<file path="config.mk">
export PLATFORM = sky130hd
export DESIGN_NAME = seq_detect_param
export DESIGN_NICKNAME = d
export VERILOG_FILES = /design/src/rtl/seq_detect_param.sv
export SDC_FILE = /design/constraint.sdc
export NUM_CORES = 1
export LEC_CHECK = 0
export ABC_CLOCK_PERIOD_IN_PS = 1230
export CAP_MARGIN = 40
export CELL_PAD_IN_SITES_DETAIL_PLACEMENT = 1
export CELL_PAD_IN_SITES_GLOBAL_PLACEMENT = 2
export CORE_ASPECT_RATIO = 0.9
export CORE_UTILIZATION = 23
export DETAILED_ROUTE_END_ITERATION = 7
export HOLD_SLACK_MARGIN = 0.06
export PLACE_DENSITY = 0.69
export SLEW_MARGIN = 15
export SYNTH_ARGS = -nofsm -noshare
export SYNTH_HDL_FRONTEND = slang
export SYNTH_SLANG_ARGS = --single-unit
</file>
<file path="constraint.sdc">
create_clock -name clock -period 1.23 [get_ports clock]
set_clock_uncertainty 0.1 [all_clocks]
set_input_delay 0.246 -clock clock [delete_from_list [all_inputs] [get_ports clock]]
set_output_delay 0.246 -clock clock [all_outputs]
set_load 0.01 [all_outputs]
</file>
<file path="src/rtl/seq_detect_param.sv">
// Serial pattern detector with loadable pattern, overlap control and match counter.
// Define SEQDET_COUNT_EN to build in match_count/count_sat; otherwise both are tied to 0.
module seq_detect_param #(
    parameter int PAT_W = 4,
    parameter int CNT_W = 8
) (
    input  logic             clock,
    input  logic             reset,
    input  logic             datain,
    input  logic             din_valid,
    input  logic [PAT_W-1:0] pattern,
    input  logic             pattern_load,
    input  logic             overlap_en,
    output logic             dataout,
    output logic [CNT_W-1:0] match_count,
    output logic             count_sat
);

    localparam int FW = $clog2(PAT_W);
    localparam logic [FW-1:0] LAST = FW'(PAT_W - 1);

    typedef enum logic [1:0] {
        UNLOADED = 2'd0,
        FILL     = 2'd1,
        ARMED    = 2'd2
    } state_t;

    state_t           state_q, state_d;
    logic [PAT_W-1:0] pat_q, pat_d;
    logic [PAT_W-2:0] hist_q, hist_d;
    logic [FW-1:0]    fill_q, fill_d;
    logic [PAT_W-1:0] window;
    logic             match;

    assign window = {hist_q, datain};

    always_ff @(posedge clock) begin
        if (reset) begin
            state_q <= UNLOADED;
            pat_q   <= '0;
            hist_q  <= '0;
            fill_q  <= '0;
        end else begin
            state_q <= state_d;
            pat_q   <= pat_d;
            hist_q  <= hist_d;
            fill_q  <= fill_d;
        end
    end

    always_comb begin
        state_d = state_q;
        pat_d   = pat_q;
        hist_d  = hist_q;
        fill_d  = fill_q;
        if (pattern_load) begin
            state_d = FILL;
            pat_d   = pattern;
            hist_d  = '0;
            fill_d  = '0;
        end else if (din_valid && state_q != UNLOADED) begin
            hist_d = window[PAT_W-2:0];
            if (match && !overlap_en) begin
                // Non-overlapping: the matched bits cannot seed the next match
                fill_d  = '0;
                state_d = FILL;
            end else begin
                fill_d  = (fill_q == LAST) ? fill_q : fill_q + FW'(1);
                state_d = (fill_d == LAST) ? ARMED : FILL;
            end
        end
    end

    always_comb begin
        match = (state_q == ARMED) && din_valid && !pattern_load
                && !reset && (window == pat_q);
        dataout = match;
    end

`ifdef SEQDET_COUNT_EN
    logic [CNT_W-1:0] cnt_q, cnt_d;

    always_ff @(posedge clock) begin
        if (reset) begin
            cnt_q <= '0;
        end else begin
            cnt_q <= cnt_d;
        end
    end

    always_comb begin
        cnt_d = cnt_q;
        if (pattern_load) begin
            cnt_d = '0;
        end else if (match && !(&cnt_q)) begin
            cnt_d = cnt_q + CNT_W'(1);
        end
    end

    assign match_count = cnt_q;
    assign count_sat   = &cnt_q;
`else
    assign match_count = '0;
    assign count_sat   = 1'b0;
`endif

endmodule

</file>
==> qor.csv <==
metric;value;unit
coreArea;2470;um^2
dpl.hpwl;944;um
start_util;0.243;
die_height;50.4;um
cts_tree;built;
setup_viol;8;
syn_area_per_cell;10.2;um^2
antenna_cells;0;
critPathSlowestCell;clkdlybuf4s50_1;
r2r-start;hist_q[2]$_SDFFE_PP0P_;
yosys.area.top_type_share;0.367;
timing.max_cap.violations;0;
rsz0062_at_grt;yes;
drive_gt1_frac;0.500;
reg2reg_depth;7;
die-area;2810;um^2
p_leak;0.434;nW
layout.cells.most_common_list;nor2_1, conb_1, dfxtp_2, buf_4, mux2i_1;
synth_area_leaders;dfxtp_1, mux2i_1, buf_4, xnor2_1, nor2_1;
max_freq;0.629;GHz
min_from;reset;
clk_pin_slew;0.08;ns
fin_crit_sh;1.29;
violations;setup timing;
cts_max_level;1;
dieWidth;55.8;um
port_buffers;10;
hold_depth;3;
final-seq-area;231;um^2
grtUsageTotal;0.110;
fillers;283;
grt_antenna_before_repair;0;
utilization;0.376;
root_buffer;clkbuf_4;
power;0.000821;W
drcViolationCount;0;
synth.largest_area_cell;dfxtp_1;
regToRegEndpoint;state_q[1]$_SDFFE_PP0P_;
finalMaxSlewViolations;0;
max_stage_delay;0.43;ns
outcome;complete, but fails checks;
postSynthCellCount;59;
crit_required;0.88;ns
vias_per_cell;4.07;
cts_made_buffers;3;
grt-ovfl-total;0;
crit_start;pattern_load;
finalCriticalPeriod;1.59;ns
grt_use_met2;0.199;
grt_util_met1;0.114;
synthDistinctLibCells;20;
crit_path_end_kind;output pin;
seq_area_frac_synth;0.367;
vdd_drop_max;0.595;mV
critPathLaunchType;input pin;
gp_congestion;0.632;
clkSinkCount;11;
grt_pass1_wl;2260;um
hold_end;pat_q[2]$_SDFFE_PP0P_;
finalHoldViolCount;0;
crit_path_cell_trace;clkdlybuf4s50_1 > or2_4 > nor3_4 > buf_2;
dp_cells;105;
grt-busiest-layer;met2;
powerDensity;884;nW/um^2
grtUsageMet3;0.0490;
final_cell_count_no_fill;114;
ys_ff_latch;11;
yosysWarningCount;0;
ant_nets;0;
drt_first_pass_iters;3;
dpl_worst_slack;-0.891;ns
critPathKind;input pin to output pin;
area_growth;54.9;%
hold_class;input pin to flop;
via_count;464;
reg2reg_setup_slack;-0.29;ns
finalWirelength;1340;um
cts.path.max_buffers;2;
netlist_area;599;um^2
setup_ws;-0.359;ns
clk_latency;0.27;ns
first_global_vias;509;
ctsHoldBuffers;0;
rows;17;
worstPathArrival;1.24;ns
multiInputGateArea;377;um^2
crit_family;buffers and inverters;
crit_fanout;2;
ios;20;
critPathBufInv;2;
drt_iter0_markers;6;
wl_per_cell;11.8;um
num-nets-final;97;
grt_max_degree;8;
[per-stage QoR]
stage | hold WS [ns] | setup TNS, ns | instance area [um^2]
6_report | 0.219 | -1.47 | 928
2_1_floorplan | 0.218 | 0 | 646
4_1_cts | 0.319 | -1.41 | 898
3_5_place_dp | 0.417 | -4.71 | 786
3_3_place_gp | 0.409 | -4.52 | 786
5_1_grt | 0.232 | -2.00 | 928
[power by group]
part           switching (W)  internal (W)  total [W]
Sequential         0.0000115      0.000371   0.000382
Combinational      0.0000758     0.0000989   0.000175
Clock               0.000143      0.000120   0.000264
Total               0.000231      0.000590   0.000821
[flip-flops by register name (all words and copies together), names as in the netlist]
signal,flops
fill_q,2
hist_q,3
pat_q,4
state_q,2
[cell families after synthesis]
| group | synth area share |
|---|---|
| XOR/XNOR | 0.0584 |
| flip-flops | 0.367 |
| AO/OA/AOI/OAI | 0.109 |
| other | 0.00626 |
| multiplexers | 0.136 |
| AND/OR/NAND/NOR | 0.161 |
| buffers and inverters | 0.163 |
[Yosys cell counts]
cell type   n
dfxtp_1    11
buf_4       9
nor2_1      9
mux2i_1     7
xnor2_1     4
a21oi_1     2
buf_6       2
inv_1       2
nor3_1      2
a2111oi_4   1
a211oi_1    1
conb_1      1
mux2_2      1
nand3_1     1
nand4b_2    1
nor3_2      1
nor3_4      1
o21ai_2     1
o41a_1      1
or2_1       1
[what timing repair did]
action | CTS | global route
setup buffers | 5 | 2
endpoints found under the hold margin | 0 | 0
setup endpoints to repair | 8 | 8
resized for setup | 23 | 6
pin swaps | 11 | 10
[metal layers]
layer	share of wire	wire length, um
met5	0	0
met2	0.51	681
met4	0.010	14
met1	0.42	568
met3	0.058	78
[layout make-up]
cell class / count / area share
Tap cell: 28 / 0.0377
Inverter: 2 / 0.00809
Sequential cell: 11 / 0.249
Timing Repair Buffer: 26 / 0.270
Multi-Input combinational cell: 43 / 0.406
Clock buffer: 3 / 0.0243
Clock inverter: 1 / 0.00539
[worst register-to-register path, cell delays in order, from the launching register on]
cell and delay (ns):
dfxtp_2 0.34, xnor2_2 0.15, nand3_2 0.13, buf_4 0.16, buf_6 0.11, nor3_4 0.24, buf_6 0.15, a2111oi_4 0.04
[how the worst max path moves through the flow]
stage	slack (ns)	cells past startpoint	to
2_1_floorplan	0.008	3	dataout
6_report	-0.36	4	dataout
4_1_cts	-0.38	4	dataout
3_5_place_dp	-0.89	5	dataout
5_1_grt	-0.42	4	dataout
3_3_place_gp	-0.87	5	dataout
Power figures use the tool's default switching activity.
